<file path="config.mk">
export PLATFORM = sky130hd
export DESIGN_NAME = fetch_pc_gen_way1
export DESIGN_NICKNAME = d
export VERILOG_FILES = /design/src/rtl/fetch_pc_gen_way1.sv
export SDC_FILE = /design/constraint.sdc
export NUM_CORES = 1
export LEC_CHECK = 0
export BUFFER_PORTS_ARGS = -buffer_cell sky130_fd_sc_hd__buf_2
export CORE_MARGIN = 2
export CORE_UTILIZATION = 41
export DETAILED_ROUTE_END_ITERATION = 10
export GPL_TIMING_DRIVEN = 0
export PLACE_DENSITY_LB_ADDON = 0.12
export SETUP_SLACK_MARGIN = 0.02
export SYNTH_ARGS = -nofsm -noshare
export SYNTH_HDL_FRONTEND = slang
export SYNTH_SLANG_ARGS = --single-unit
</file>
<file path="constraint.sdc">
create_clock -name clk -period 3.12 [get_ports clk]
set_input_delay 0.624 -clock clk [delete_from_list [all_inputs] [get_ports clk]]
set_output_delay 0.624 -clock clk [all_outputs]
set_load 0.005 [all_outputs]
</file>
<file path="src/rtl/fetch_pc_gen_way1.sv">
// Way-1 fetch address generator: issues requests and tracks in-flight count.
// Marks stale responses for drop after a redirect. `FETCH_PERF_CNT_EN adds perf counters.
module fetch_pc_gen_way1 #(
  parameter logic [31:0] RESET_PC        = 32'h8000_0000,
  parameter int unsigned ADDR_STRIDE     = 8,
  parameter int unsigned WAY_OFFSET      = 4,
  parameter int unsigned MAX_OUTSTANDING = 4
) (
  input  logic        clk,
  input  logic        reset_n,
  input  logic        stall_i,
  input  logic        jumpFlag_i,
  input  logic [31:0] jumpAddr_i,
  input  logic        req_ready_i,
  input  logic        dataOk_i,
  output logic        request_o,
  output logic [31:0] instAddr_o,
  output logic        dataOk_o,
  output logic        drop_o,
  output logic [3:0]  outstanding_o
`ifdef FETCH_PERF_CNT_EN
  ,
  output logic [31:0] perf_issue_o,
  output logic [31:0] perf_drop_o
`endif
);

  typedef enum logic [1:0] {IDLE, FETCH, STALL} state_t;

  localparam logic [3:0]  MAX_CNT = 4'(MAX_OUTSTANDING);
  localparam logic [31:0] STRIDE  = 32'(ADDR_STRIDE);
  localparam logic [31:0] OFFSET  = 32'(WAY_OFFSET);

  state_t      state, state_next;
  logic [31:0] pc_base;
  logic [3:0]  outstanding;
  logic [3:0]  kill_cnt;
  logic        resp_valid;
  logic        hold;
  logic        jump_acc;
  logic        issue;
  logic        unused_jump_low;

  assign unused_jump_low = ^jumpAddr_i[2:0];

  // Responses with nothing in flight are spurious and ignored entirely.
  assign resp_valid = dataOk_i & (outstanding != '0);
  assign hold       = stall_i | ((outstanding >= MAX_CNT) & ~resp_valid);
  assign jump_acc   = jumpFlag_i & (state != IDLE);

  always_ff @(posedge clk or negedge reset_n) begin
    if (!reset_n) begin
      state <= IDLE;
    end else begin
      state <= state_next;
    end
  end

  always_comb begin
    state_next = state;
    case (state)
      IDLE:    state_next = FETCH;
      FETCH:   state_next = hold ? STALL : FETCH;
      STALL:   state_next = hold ? STALL : FETCH;
      default: state_next = IDLE;
    endcase
  end

  always_comb begin
    request_o     = (state == FETCH) & ~jumpFlag_i & ~stall_i &
                    ((outstanding < MAX_CNT) | resp_valid);
    issue         = request_o & req_ready_i;
    drop_o        = resp_valid & (kill_cnt != '0);
    dataOk_o      = resp_valid & ~drop_o;
    instAddr_o    = pc_base + OFFSET;
    outstanding_o = outstanding;
  end

  always_ff @(posedge clk or negedge reset_n) begin
    if (!reset_n) begin
      pc_base     <= RESET_PC;
      outstanding <= '0;
      kill_cnt    <= '0;
    end else begin
      if (jump_acc) begin
        pc_base <= {jumpAddr_i[31:3], 3'b000};
      end else if (issue) begin
        pc_base <= pc_base + STRIDE;
      end
      outstanding <= outstanding + 4'(issue) - 4'(resp_valid);
      // On a redirect every request still in flight after this cycle's response is stale.
      if (jump_acc) begin
        kill_cnt <= outstanding - 4'(resp_valid);
      end else if (drop_o) begin
        kill_cnt <= kill_cnt - 4'd1;
      end
    end
  end

`ifdef FETCH_PERF_CNT_EN
  always_ff @(posedge clk or negedge reset_n) begin
    if (!reset_n) begin
      perf_issue_o <= '0;
      perf_drop_o  <= '0;
    end else begin
      if (issue && (perf_issue_o != '1)) begin
        perf_issue_o <= perf_issue_o + 32'd1;
      end
      if (drop_o && (perf_drop_o != '1)) begin
        perf_drop_o <= perf_drop_o + 32'd1;
      end
    end
  end
`endif

endmodule

</file>
# == Word-level counts from Yosys, hierarchy flattened ==
# Cells that the tools add are included.
# word_totals
regBits,42
inputBits,38
output_inout_bits,39
word_cells,42
# classes
n_addsub,6
n_lt_le_gt_ge,2
eq_ne,2
n_mux,6
bitwise,15
reduce_logical,7
# ops
operator,count
2-to-1 mux 32 bit,2
"adder 32 x 3 -> 32 bit, second input constant",1
"adder 32 x 4 -> 32 bit, second input constant",1
AND 1 bit,9
2-to-1 mux 4 bit,2
nonzero test 4 bit,2
subtractor 4 x 1 -> 4 bit,2
nonzero test 2 bit,3
adder 4 x 1 -> 4 bit,1
">= comparator 4 x 3 -> 1 bit, second input constant",1
"< comparator 4 x 3 -> 1 bit, second input constant",1
NOT 1 bit,4
case mux 2 bit (2 select lines),1
"subtractor 4 x 1 -> 4 bit, second input constant",1
"equality test 2 x 1 -> 1 bit, second input constant",1
"equality test 2 bit, second input constant",1
zero test 2 bit,1
2-to-1 mux 2 bit,1
bitwise OR 1 bit,2
OR reduction 2 bit,1

# == Longest topological paths before layout ==
# depth
depth_word,7
mapped_depth,12
ltp_nobuf,12

# == Worst setup path before layout ==
# OpenSTA, ideal clock, no wires.
# synth_path
kind,register to register
from,register outstanding[2] (netlist: outstanding_o[2])
to,register outstanding[2] (netlist: outstanding_o[2])
setup_time_ns,0.123
arrival_time_ns,2.526
required_time_ns,2.997
slack_ns,0.471
stages_incl_launch_ff,12
path_buffers,0
period_less_slack_ns,2.649
path_cell_list,dfrtp_1 -> inv_1 -> ha_1 -> nor4b_1 -> nor3_2 -> inv_1 -> ha_1 -> inv_1 -> ha_1 -> inv_1 -> fa_1 -> xor2_1
# synth_via
elab_chain_len,7
word_cells_on_any_way,8
classes_between,2 x add/sub; 1 x order compare; 4 x bitwise; 1 x reduce/logical
# synth_rtl
item,line_no,source
from (decl),36,logic [3:0] outstanding;
from (signal assigned),90,outstanding <= outstanding + 4'(issue) - 4'(resp_valid);
branches (longest 6 deep; another with < comparator 4 x 3 -> 1 bit),n/a,
subtractor 4 x 1 -> 4 bit (*),90,
# Every way passes the cells marked *.
# A chain may end at the register's enable or synchronous reset.

# == Worst setup path after layout ==
# layout_path
from,register outstanding[2] (netlist: outstanding_o[2])
to,register pc_base[28]
# layout_via
elab_chain_len,6
word_cells_on_any_way,7
classes_between,1 x order compare; 4 x bitwise; 2 x reduce/logical
# layout_rtl
item,line_no,source
branches (longest 2 deep; another with < comparator 4 x 3 -> 1 bit),n/a,
bitwise OR 1 bit (*),71,((outstanding < MAX_CNT) | resp_valid);
AND 1 bit (*),70,request_o = (state == FETCH) & ~jumpFlag_i & ~stall_i &
AND 1 bit (*),72,issue = request_o & req_ready_i;
nonzero test 2 bit (no source line) (*),n/a,
to (signal assigned),86,"pc_base <= {jumpAddr_i[31:3], 3'b000};"
to (signal assigned),88,pc_base <= pc_base + STRIDE;
to (decl),35,logic [31:0] pc_base;
# Marked as above.

==> flow_summary.yaml <==
layout:
  final_nets: 436
  nFillCells: 660
  final_area_sq_um: 3200
  final_common_cell: "buf_2"
  area_growth_pct: 22.2
  final_cell_mix: "buf_2, dfrtp_1, clkbuf_1"
  fin_cells: 459
  diodes: 0
  drive_gt1_share_pct: 25.4
  post-route-util_pct: 50.9
sta:
  setup_tns_ns: 0
  fin_worst_skew_ns: 0.00636
  worst_pin_slew_ns: 0.895
  period_share_pct: 91.1
  layout_setup_ws_ns: 0.278
  rsz0062_at_grt: "false"
  final-setup-viol-count: 0
  hold_viol_final: 0
  fmax_mhz: 352
  maxSlewViolCount: 0
  hold_slack_ns: 0.453
  period_minus_slack_ns: 2.84
  slew_headroom_pct: 39.9
detailed_routing:
  firstDrtPassIters: 4
  vias: 2281
  drc: 0
  route.detailed.wl_per_inst_microns: 13.8
  wirelength_microns: 6330
  drtIter0Drc: 78
  viasPerCell: 4.97
  ant_nets: 0
global_routing:
  grt_pass1_wl_microns: 10900
  grt_usage_pct: 19.0
  grt_max_degree: 40
  grt_pass1_vias: 2247
  antenna_found_initial: 0
  grt-ovfl-total: 0
placed_design:
  gp_congestion: 0.759
  dpl.hpwl_microns: 4540
  pre_cts_slack_ns: 0.140
  io_buffers: 70
  dpl-instance-area_sq_um: 3070
  dpl.cell_count: 451
yosys:
  syn_area_sq_um: 2620
  syn_inst: 303
  ys_warn_count: 0
  async_flop_share_pct: 100
  yosysUniqueCellTypes: 42
  synthFlopType: "dfrtp_1"
  ys_ff_latch: 39
  synth-edff-count: 0
  synth_largest_area_cell: "dfrtp_1"
  synth-seq-area-share_pct: 37.4
  synth_area_per_cell_sq_um: 8.63
  synth_area_leaders: "dfrtp_1, ha_1, xor2_1, clkbuf_1, nand2_1"
  yosysTopAreaCellShare_pct: 36.3
critical_path:
  crit_type: "reg2reg"
  critical_path.max_fanout: 6
  worst_setup_path_start_kind: "register"
  required_ns: 3.34
  critPathArrivalTime_ns: 3.06
  crit_path_end_kind: "register"
floorplan:
  rows: 29
  start_util_pct: 41.7
  die_h_microns: 83.9
  dieArea_sq_um: 7040
  core_area_sq_um: 6280
  ios: 77
  fp.dieW_microns: 83.9
clocking:
  clkLatencyLatePin_ns: 0.29
  cts_tree: "built"
  clock_sinks: 39
  cts_root_buf: "clkbuf_8"
  clk_pin_slew_ns: 0.08
  htreeDepth: 2
  clk_path_buf_depth: 2
  numCtsBuffers: 5
run_status:
  outcome: "completed"
power_and_ir_drop:
  p_int_mw: 1.64
  power_density_nw_per_um2: 860
  netSwitchingFraction_pct: 40.4
  p_leak_nw: 1.45
  seq_power_share_pct: 38.7
  total_power_mw: 2.75
  switching_power_mw: 1.11
  peakVddDrop_uv: 456
  pwr-share-comb_pct: 45.0
  p_clk_share_pct: 16.4
min_path:
  hold_path_class: "in2async"
run:
  drv_cap: 0
==> power by group through the flow <==
stage / combinational, mW / sequential [mW] / clock, mW
after floorplan: 0.845 / 0.987 / 0
after global placement: 1.23 / 1.06 / 0
after detailed placement: 1.24 / 1.07 / 0
after CTS: 1.25 / 1.06 / 0.460
after global routing: 1.42 / 1.12 / 0.484
final: 1.24 / 1.06 / 0.450
==> registers in the layout, indices dropped and copies added (netlist names) <==
| name | count |
|---|---|
| kill_cnt | 4 |
| outstanding_o | 4 |
| pc_base | 29 |
| state | 2 |
==> synth_stat cells (4+ instances only) <==
cell and number:
ha_1 16, nand2_1 34, and2_1 4, and4_1 5
dfrtp_1 38, nand4_1 9, and3_1 7, a21oi_1 5
xor2_1 22, nand3_1 12, clkbuf_1 35, o21ai_0 24
xnor2_1 5, inv_1 16, o31ai_1 7, nor2_1 14
or4_1 7, a31oi_1 7, buf_4 5
==> area by class of cell <==
| cell class | count | area, sq um | share of cell area [%] |
|---|---|---|---|
| well taps | 77 | 96.3 | 3.01 |
| plain buffers | 45 | 209 | 6.54 |
| multi-input cells | 204 | 1390 | 43.4 |
| clock inverters | 2 | 35.0 | 1.10 |
| clock buffers | 6 | 82.6 | 2.58 |
| flip-flops and latches | 39 | 977 | 30.6 |
| repair buffers | 70 | 350 | 11.0 |
| inverters | 16 | 60.1 | 1.88 |
==> final timing paths <==
path / from / to / slack [ns] / cells after the start
min in group clk: pc_base[31] / pc_base[31] / 0.51 / 2
setup / recovery: outstanding_o[2] / pc_base[28] / 0.28 / 7
max in group asynchronous: reset_n / pc_base[9] / 2.10 / 1
setup reg to reg: outstanding_o[2] / pc_base[28] / 0.28 / 7
hold reg to reg: pc_base[31] / pc_base[31] / 0.51 / 2
hold / removal: reset_n / pc_base[30] / 0.45 / 1
==> timing repair <==
action                                  4_1_cts  5_1_grt
setup buffers                                 0        0
resized for setup                             0        2
endpoints found under the setup margin        0        3
hold buffers                                  0        0
==> cells by family after synthesis <==
family / share of synthesized area (%)
compound gates: 10.1
xor+xnor: 9.04
fa+ha+maj: 8.42
buf+inv: 10.3
flops: 37.4
mux: 0.383
other cells: 0.287
simple gates: 24.2
==> critical path, stage by stage, from the launching register on <==
cell	delay, ns
dfrtp_1	0.42
inv_1	0.15
ha_1	0.21
o21bai_1	0.17
nor3_1	0.76
nand2_1	0.35
or4_1	0.54
a31oi_1	0.17
==> metal layers <==
| layer | vias to the layer above | wire [microns] | track usage (%) |
|---|---|---|---|
| met5 | - | 0 | 0 |
| met4 | 0 | 71 | 4.40 |
| met3 | 9 | 313 | 3.76 |
| met2 | 50 | 2940 | 29.7 |
| met1 | 1057 | 3010 | 27.0 |
| li1 | 1165 | - | - |
Power figures use the tool's default switching activity.
